===== src/rtl/seq_detect_prog.sv =====
// Programmable serial bit-pattern detector with run-time pattern, length and
// overlap mode, Mealy match flag, registered copy and saturating match counter.
module seq_detect_prog #(
  parameter  int MAX_LEN = 8,
  parameter  int CNT_W   = 8,
  localparam int LEN_W   = $clog2(MAX_LEN) + 1
) (
  input  logic               clk,
  input  logic               reset,
  input  logic               cfg_we,
  input  logic [MAX_LEN-1:0] cfg_pattern,
  input  logic [LEN_W-1:0]   cfg_len,
  input  logic               cfg_overlap,
  input  logic               x,
  input  logic               x_valid,
  input  logic               cnt_clr,
  output logic               z,
  output logic               z_q,
  output logic               armed,
  output logic               cfg_err,
  output logic [CNT_W-1:0]   match_count
);

  typedef enum logic [1:0] {
    DISABLED,
    FILLING,
    HUNTING
  } state_t;

  logic [MAX_LEN-1:0] pat;
  logic [LEN_W-1:0]   len;
  logic               ovl;
  logic [MAX_LEN-2:0] hist;
  logic [LEN_W-1:0]   fill;

  logic [LEN_W-1:0]   len_m1;
  logic [MAX_LEN-1:0] win;
  logic [MAX_LEN-1:0] mask;
  logic               hit;
  logic               cfg_ok;
  state_t             st;

  assign len_m1 = len - LEN_W'(1);
  assign win    = {hist, x};
  assign cfg_ok = (cfg_len != '0) && (cfg_len <= LEN_W'(MAX_LEN));

  // Only the low len bits of the window and pattern take part in a match.
  always_comb begin
    mask = '0;
    for (int i = 0; i < MAX_LEN; i++) begin
      mask[i] = (LEN_W'(i) < len);
    end
  end

  assign hit = (((win ^ pat) & mask) == '0);

  always_comb begin
    st = DISABLED;
    if (armed) begin
      st = (fill == len_m1) ? HUNTING : FILLING;
    end
  end

  assign z = (st == HUNTING) & x_valid & ~cfg_we & hit;

  always_ff @(posedge clk or posedge reset) begin
    if (reset) begin
      pat         <= '0;
      len         <= '0;
      ovl         <= 1'b0;
      hist        <= '0;
      fill        <= '0;
      armed       <= 1'b0;
      cfg_err     <= 1'b0;
      z_q         <= 1'b0;
      match_count <= '0;
    end else begin
      z_q <= z;

      if (cnt_clr) begin
        match_count <= '0;
      end else if (z && (match_count != '1)) begin
        match_count <= match_count + CNT_W'(1);
      end

      if (cfg_we) begin
        hist <= '0;
        fill <= '0;
        if (cfg_ok) begin
          pat     <= cfg_pattern;
          len     <= cfg_len;
          ovl     <= cfg_overlap;
          armed   <= 1'b1;
          cfg_err <= 1'b0;
        end else begin
          pat     <= '0;
          len     <= '0;
          ovl     <= 1'b0;
          armed   <= 1'b0;
          cfg_err <= 1'b1;
        end
      end else if (armed && x_valid) begin
        hist <= win[MAX_LEN-2:0];
        // A non-overlapping match consumes the pattern bits.
        if (z && !ovl) begin
          fill <= '0;
        end else if (st == FILLING) begin
          fill <= fill + LEN_W'(1);
        end
      end
    end
  end

endmodule


===== config.mk =====
export PLATFORM = sky130hd
export DESIGN_NAME = seq_detect_prog
export DESIGN_NICKNAME = d
export VERILOG_FILES = /design/src/rtl/seq_detect_prog.sv
export SDC_FILE = /design/constraint.sdc
export NUM_CORES = 1
export LEC_CHECK = 0
export CAP_MARGIN = 10
export CORE_ASPECT_RATIO = 1.5
export CORE_MARGIN = 2
export CORE_UTILIZATION = 50
export CTS_CLUSTER_SIZE = 25
export DETAILED_ROUTE_END_ITERATION = 16
export PLACE_DENSITY = 0.76
export RECOVER_POWER = 100
export SETUP_SLACK_MARGIN = 0.3
export SLEW_MARGIN = 20
export SYNTH_ARGS = -nofsm -noshare
export SYNTH_HDL_FRONTEND = slang
export SYNTH_SLANG_ARGS = --single-unit

===== constraint.sdc =====
create_clock -name clk -period 2.9 [get_ports clk]
set_input_delay 0.29 -clock clk [delete_from_list [all_inputs] [get_ports clk]]
set_output_delay 0.29 -clock clk [all_outputs]
set_load 0.01 [all_outputs]

# Yosys cells after proc, flatten, opt, wreduce, memory -nomap -nowiden
# Cells that the tools add are included.
[totals]
reg_bits = 35
output_inout_bits = 12
word_cells = 57
[classes]
addsub = 3
magnitude_cmp = 9
eq_ne = 4
n_mux = 15
bitwise = 6
n_reduce_logical = 11
[ops]
columns = ["op", "n"]
rows = [
  ["8-bit two-way mux", 3],
  ["4-bit two-way mux", 5],
  ["3-bit by 4-bit < comparator with 1-bit output, first input constant", 4],
  ["7-bit two-way mux", 2],
  ["8-bit by 1-bit adder with 8-bit output, second input constant", 1],
  ["8-bit AND", 1],
  ["8-bit logical NOT", 1],
  ["1-bit by 4-bit < comparator with 1-bit output, first input constant", 2],
  ["2-bit by 4-bit < comparator with 1-bit output, first input constant", 2],
  ["8-bit != test, second input constant", 1],
  ["8-bit XOR", 1],
  ["4-bit by 1-bit adder with 4-bit output, second input constant", 1],
  ["4-bit == test", 1],
  ["4-bit <= comparator, second input constant", 1],
  ["1-bit logical AND", 4],
  ["2-bit two-way mux", 2],
  ["2-bit nonzero test", 2],
  ["4-bit nonzero test", 1],
  ["4-bit by 1-bit subtractor with 4-bit output, second input constant", 1],
  ["1-bit AND", 3],
  ["1-bit two-way mux", 3],
  ["3-bit nonzero test", 1],
  ["2-bit by 1-bit == test with 1-bit output, second input constant", 1],
  ["2-bit == test, second input constant", 1],
  ["other kinds (3)", 3],
]

# Depth between registers and ports, before layout
# Gate-level depths: netlist of run 1.
[logic_depth]
ltp_word = 12
mapped_depth = 9
mapped_depth_nobuf = 8

# Least setup slack after synthesis of run 1
# No wires, ideal clock.
[synth_path]
path_type = "register -> register"
start = "reg len[0]"
end = "reg match_count[4]"
setup_time_ns = 0.066
arrival_ns = 2.396
t_required_ns = 2.834
slack_ns = 0.438
path_stages_with_launch = 10
path_buffers = 1
path_cell_list = "dfrtp_1 > inv_1 > ha_1 > or3b_2 > a22oi_1 > nand3_1 > a2111o_1 > buf_6 > or4_1 > nand2_1"
[synth_via]
elab_chain_len = 10
word_cells_on_any_way = 20
classes_between = "add/sub: 1; order compare: 8; eq/ne: 2; mux: 2; bitwise: 4; reduce/logical: 3"
[synth_lines]
columns = ["item", "line", "rtl"]
rows = [
  ["start: declaration", "31", "logic [LEN_W-1:0] len;"],
  ["start signal: assignment", "91", "len <= cfg_len;"],
  ["4-bit by 1-bit subtractor with 4-bit output", "43", "assign len_m1 = len - LEN_W'(1);"],
  ["4-bit == test", "60", "st = (fill == len_m1) ? HUNTING : FILLING;"],
  ["2-bit two-way mux", "60", ""],
  ["2-bit two-way mux", "59", "if (armed) begin"],
  ["2-bit == test", "64", "assign z = (st == HUNTING) & x_valid & ~cfg_we & hit;"],
  ["1-bit AND (2 in series)", "64", ""],
  ["1-bit AND *", "64", ""],
  ["1-bit logical AND *", "82", "end else if (z && (match_count != '1)) begin"],
  ["2-bit nonzero test (no line) *", "--", ""],
  ["end signal: assignment", "83", "match_count <= match_count + CNT_W'(1);"],
  ["end: declaration", "21", "output logic [CNT_W-1:0] match_count"],
]
# Every way passes the cells marked *; elsewhere a longest branch is shown, timed or not.
# A chain may end at the register's enable or synchronous reset.

# Worst setup path after layout of run 1
[layout_path]
start = "reg len[1]"
end = "out z"
[layout_via]
elab_chain_len = 8
word_cells_on_any_way = 18
classes_between = "add/sub: 1; order compare: 8; eq/ne: 2; mux: 2; bitwise: 4; reduce/logical: 1"
[layout_lines]
columns = ["item", "line", "rtl"]
rows = [
  ["4-bit by 1-bit subtractor with 4-bit output", "43", ""],
  ["4-bit == test", "60", ""],
  ["2-bit two-way mux", "60", ""],
  ["2-bit two-way mux", "59", ""],
  ["2-bit == test", "64", ""],
  ["1-bit AND (2 in series)", "64", ""],
  ["1-bit AND *", "64", ""],
  ["end: declaration", "17", "output logic z,"],
]
# Marks and branches as above.

==> results of run 1 <==
==> layout make-up <==
type,count,area (µm²),share of cell area [%]
multi-input combinational,139,942,39.5
sequential,35,877,36.8
timing repair buffer,47,400,16.8
clock buffer,6,82.6,3.46
tap,42,52.6,2.20
inverter,7,26.3,1.10
clock inverter,1,5.00,0.210
==> placed cells by master (no fill, tap or decap), types with 3 or more instances in the layout <==
cell type        count
nand4_1              4
o21ai_0              3
a21oi_1             11
clkbuf_4             3
nor2_1              12
xnor2_1              3
a22o_1              10
nand2_1             30
nor2b_1              4
inv_1                5
o22ai_1              3
dfrtp_1             34
xor2_1              16
clkdlybuf4s50_1     16
nand3_1              5
ha_1                 5
buf_4                8
clkbuf_8             6
dlygate4sd3_1       13
clkbuf_1             6
==> metrics by stage <==
stage / power (mW) / cells / hold slack (ps) / setup slack [ps]
CTS: 1.08 / 272 / 415 / 297
floorplan: 0.643 / 187 / 379 / 438
global placement: 0.708 / 259 / 478 / 290
global route: 1.14 / 277 / 527 / 119
finish: 1.09 / 277 / 516 / 259
detailed placement: 0.714 / 259 / 502 / 154
==> state kept, by name, summed over array words and instances (netlist names) <==
name,cells
armed,1
cfg_err,1
fill,4
hist,7
len,4
match_count,8
ovl,1
pat,8
z_q,1
==> logic make-up after synthesis <==
group	Yosys count	synth area share, %
flops	35	47.9
simple gates	71	18.7
fa+ha+maj	6	4.10
xor+xnor	19	9.10
compound gates	40	15.7
buf+inv	14	3.28
mux	2	1.16
==> what timing repair did <==
item / in CTS / in global routing
endpoints found under the setup margin: 7 / 9
setup buffers: 5 / 5
gates resized for setup: 5 / 16
gates cloned: 1 / 0
pin swaps: 4 / 6
==> power by group <==
group          total [mW]  internal (mW)  switching (mW)
logic               0.198         0.0963           0.102
registers           0.537          0.512          0.0253
clock network       0.355          0.186           0.169
total                1.09          0.794           0.296
==> layer usage <==
layer | vias to the layer above | GRT usage (%)
li1 | 752 | -
met1 | 790 | 26.9
met2 | 41 | 40.7
met3 | 13 | 7.22
met4 | 0 | 10.8
met5 | - | 0
==> critical path: stages, from the launching register on <==
cell      delay, ps
dfrtp_1         430
inv_2           120
clkbuf_4        140
buf_4           100
ha_1            130
nor2_1           80
a211oi_1        250
nand4_1         170
nor3b_1         330
and2_1          190
clkbuf_2        130
==> how the worst min path moves through the flow <==
| stage | start | end | depth (start not counted) |
|---|---|---|---|
| finish | cfg_err | cfg_err | 2 |
| global route | ovl | ovl | 1 |
| CTS | reset | match_count[4] | 3 |
| detailed placement | cfg_err | cfg_err | 2 |
| global placement | cfg_err | cfg_err | 2 |
| floorplan | cfg_len[3] | len[0] | 1 |
==> qor.yml, run 1 <==
synth_nets: 212
grt_max_degree: 36
crit_arrival_ps: 2350
routed_wl_mm: 4.63
synth.cell_area_mm2: 0.00183
setup_viol: 0
cp-startpoint: "len[1]"
slew_headroom_pct: -23.8
grt_pass1_wl_mm: 7.40
core_mm2: 0.00345
nNetsFinal: 260
n_fill_cell: 275
violations: "capacitance limit, slew limit"
avgViaCountPerCell: 5.76
r2r_slack_ps: 330
gp_congestion: 0.872
fin_crit_sh_pct: 91.1
power.density_mw_per_mm2: 457
final_util_pct: 69.2
track_usage_pct: 24.1
drive_gt1_share_pct: 14.9
max_freq_ghz: 0.379
synth_top_area_share_pct: 47.9
ys_ff_latch: 35
critPathCaptureType: "primary output"
die_y_um: 78.1
wl_per_cell_um: 16.7
synth-seq-area-share_pct: 47.9
diodes: 0
avgSynthCellArea_um2: 9.78
rr_startpoint: "len[1]"
wl_met3_um: 181
syn_to_final_growth_pct: 30.4
period_needed_ps: 2640
cts_tree: "built"
clk_pin_slew_ps: 70
grt_pass1_vias: 1652
cp.required_ps: 2610
tightest_slew_ps: 1860
hold_path_class: "reg2reg"
design_area_mm2: 0.00239
worstRegToRegCells: 11
ys_warn_count: 0
cts_buffer_depth: 2
wl_met2_mm: 2.48
fin_setup_tns_ps: 0
initial_core_util_pct: 53.0
outcome: "finished, violations left"
ir_drop_v: 0.000393
drtIter0Drc: 46
rsz0062_at_grt: "yes"
dr_total_vias: 1596
clk_latency_ps: 280
synth_area_leader_cell: "dfrtp_1"
synthTopCellsByCount: "35 x dfrtp_1, 30 x nand2_1, 16 x xor2_1"
syn-instance-count: 187
leakagePower_nw: 1.12
synth_cell_types: 40
cts_hold_buf: 0
cts.sinks: 35
portBuffers: 30
drtAntennaViolNets: 0
antenna_found_initial: 0
crit_path_end: "z"
cts_buffers: 5
hold_viol_final: 0
synthMostInstantiatedCell: "dfrtp_1"
dominantRegCellSynth: "dfrtp_1"
ys_top_cells_by_area: "dfrtp_1 48%, xor2_1 7.7%, nand2_1 6.2%, a22o_1 4.8%, ha_1 4.1%"
drc_errors: 0
place_area_mm2: 0.00220
maxSlewViolCount: 36
reg2reg_to: "match_count[3]"
async_reset_ff_share_pct: 100
hpwl_mm: 3.14
htreeDepth: 2
root_buffer: "clkbuf_8"
dr.max_layer_used: "met4"
synth_edf_count: 0
critPathKind: "reg2out"
maxCapViolCount: 1
fin_skew_ps: 2.05
overflow: 0
rows: 26
critPathLaunchType: "flip-flop"
die-area_mm2: 0.00417
die_width_um: 53.4
cp_max_fo: 4
io_pins: 31
drt-met1-wl_mm: 1.86
firstDrtPassIters: 4
Power figures use the tool's default switching activity.
==> run 2: changes to the inputs <==
--- a/config.mk
+++ b/config.mk
@@ -13,5 +13,5 @@
 export DETAILED_ROUTE_END_ITERATION = 16
 export PLACE_DENSITY = 0.76
-export RECOVER_POWER = 100
+export RECOVER_POWER = 25
 export SETUP_SLACK_MARGIN = 0.3
 export SLEW_MARGIN = 20
@@ -19,2 +19,3 @@
 export SYNTH_HDL_FRONTEND = slang
 export SYNTH_SLANG_ARGS = --single-unit
+export TNS_END_PERCENT = 10
==> constraint.sdc (replaced) <==
create_clock -name clk -period 2.9 [get_ports clk]
set_input_delay 0.58 -clock clk [delete_from_list [all_inputs] [get_ports clk]]
set_output_delay 0.58 -clock clk [all_outputs]
set_load 0.01 [all_outputs]
==> run 2 against run 1 <==
The run now ends clean. Count of clock-buffer cells in the layout rose by 1. First-iteration DRC count rose by 13%. Utilization rose by 1.1 points. Sequential power barely moved. Die area did not move. Worst hold slack got worse by 12 ps. Register-to-register slack improved by 20 ps. Critical path depth fell by 3. Largest cell class unchanged. Largest power group unchanged.
==> qor.yml, run 2 (synthesized netlist as in run 1, its figures left out) <==
whs_ps: 504
portBuffers: 30
io_pins: 31
grt_pass1_vias: 1602
final_cell_mix: "33 x dfrtp_1, 29 x nand2_1, 28 x clkdlybuf4s50_1"
crit_arrival_ps: 2030
critPathKind: "in2out"
period_needed_ps: 2610
cp_max_fo: 2
seqCellArea_um2: 878
hpwl_mm: 3.20
critPathCaptureType: "primary output"
cts_buffer_depth: 2
maxSlewViolCount: 0
avgViaCountPerCell: 5.81
routed_wl_mm: 4.53
clk_pin_slew_ps: 70
setup_viol: 0
cts.sinks: 35
place_area_mm2: 0.00222
multi_input_area_um2: 945
fin_crit_sh_pct: 89.8
maxCapViolCount: 0
root_buffer: "clkbuf_8"
overflow: 0
grt_max_degree: 36
power_frac_comb_pct: 17.5
firstDrtPassIters: 4
fin_skew_ps: 4.36
hold_viol_final: 0
seqPwrFrac_pct: 47.5
rows: 26
hold_path_class: "reg2reg"
p_int_mw: 0.827
tightest_slew_ps: 440
clk_latency_ps: 290
die_width_um: 53.4
core_mm2: 0.00345
wl_per_cell_um: 16.5
swShare_pct: 26.6
reg_top3: "match_count (8), pat (8), hist (7)"
final_common_cell: "dfrtp_1"
gp_congestion: 0.876
dr_total_vias: 1597
ir_drop_v: 0.000419
drtIter0Drc: 52
leakagePower_nw: 1.11
grt_pass1_wl_mm: 7.49
n_fill_cell: 291
die-area_mm2: 0.00417
antenna_found_initial: 0
drtAntennaViolNets: 0
drc_errors: 0
track_usage_pct: 24.5
cts_buffers: 5
fin_setup_tns_ps: 0
max_freq_ghz: 0.384
outcome: "complete, no violations"
cts_tree: "built"
initial_core_util_pct: 53.0
design_area_mm2: 0.00242
cp.required_ps: 2320
power.density_mw_per_mm2: 465
syn_to_final_growth_pct: 32.5
fin_cells: 275
switchingPower_mw: 0.299
diodes: 0
rsz0062_at_grt: "yes"
htreeDepth: 2
slew_headroom_pct: 70.7
drive_gt1_share_pct: 18.0
dp.cells: 262
cts_hold_buf: 0
nNetsFinal: 257
die_y_um: 78.1
pwr-share-clk_pct: 34.9
critPathLaunchType: "primary input"
==> run 2: changes by cell type in the layout (fill, tap and decap cells not counted), sizes merged <==
cell           delta
clkdlybuf4s50    +12
dlygate4sd3      -12
clkbuf            -9
buf               +8
a2111o            -1
clkinv            -1
clkinvlp          +1
==> run 2: cell type report <==
class	count	area share [%]
Timing Repair Buffer	45	17.2
Tap cell	42	2.17
Clock inverter	1	0.310
Inverter	7	1.08
Sequential cell	35	36.2
Clock buffer	7	3.98
Multi-Input combinational cell	138	39.0
==> run 2: path summary, 6_finish.rpt <==
kind | startpoint | to | slack, ps | depth (start not counted)
worst max-delay path | x_valid | z | 290 | 7
worst max register to register | len[1] | match_count[7] | 350 | 10
worst min-delay path | cfg_err | cfg_err | 500 | 2
max in group asynchronous | reset | len[3] | 1740 | 3
worst min register to register | cfg_err | cfg_err | 500 | 2
min in group asynchronous | reset | match_count[4] | 830 | 3
==> run 2: worst max-delay path: stages <==
cell and delay (ps):
clkdlybuf4s50_1 490, nand2_1 100, a211oi_2 210, nand4_1 140, nor3b_2 220, and2_4 180
buf_6 100
==> run 2: through the flow <==
step	utilization (%)	worst slack [ps]	total power [mW]
after global placement	64.5	-131	0.711
final	70.3	295	1.13
after CTS	69.3	310	1.12
after global routing	70.3	187	1.18
after detailed placement	64.5	-176	0.720
after floorplan	-	438	0.643
==> run 2: timing repair <==
item                                    in CTS  in global routing
pin swaps                                    5                  4
endpoints found under the hold margin        0                  0
buffers inserted                             3                  2
endpoints found under the setup margin       7                  8
gates resized for setup                     17                  4
==> run 2: metal layers <==
layer	vias up	wire [µm]	GRT usage, %
met5	-	0	0
met4	0	108	8.97
met1	801	1820	28.9
met3	10	146	5.32
li1	742	-	-
met2	44	2460	42.1
==> run 2: power by group through the flow <==
stage	clock [mW]	combinational (mW)	sequential [mW]
6_report	0.393	0.198	0.536
5_1_grt	0.429	0.215	0.538
4_1_cts	0.398	0.189	0.536
3_5_place_dp	0	0.174	0.545
3_3_place_gp	0	0.168	0.543
2_1_floorplan	0	0.102	0.541
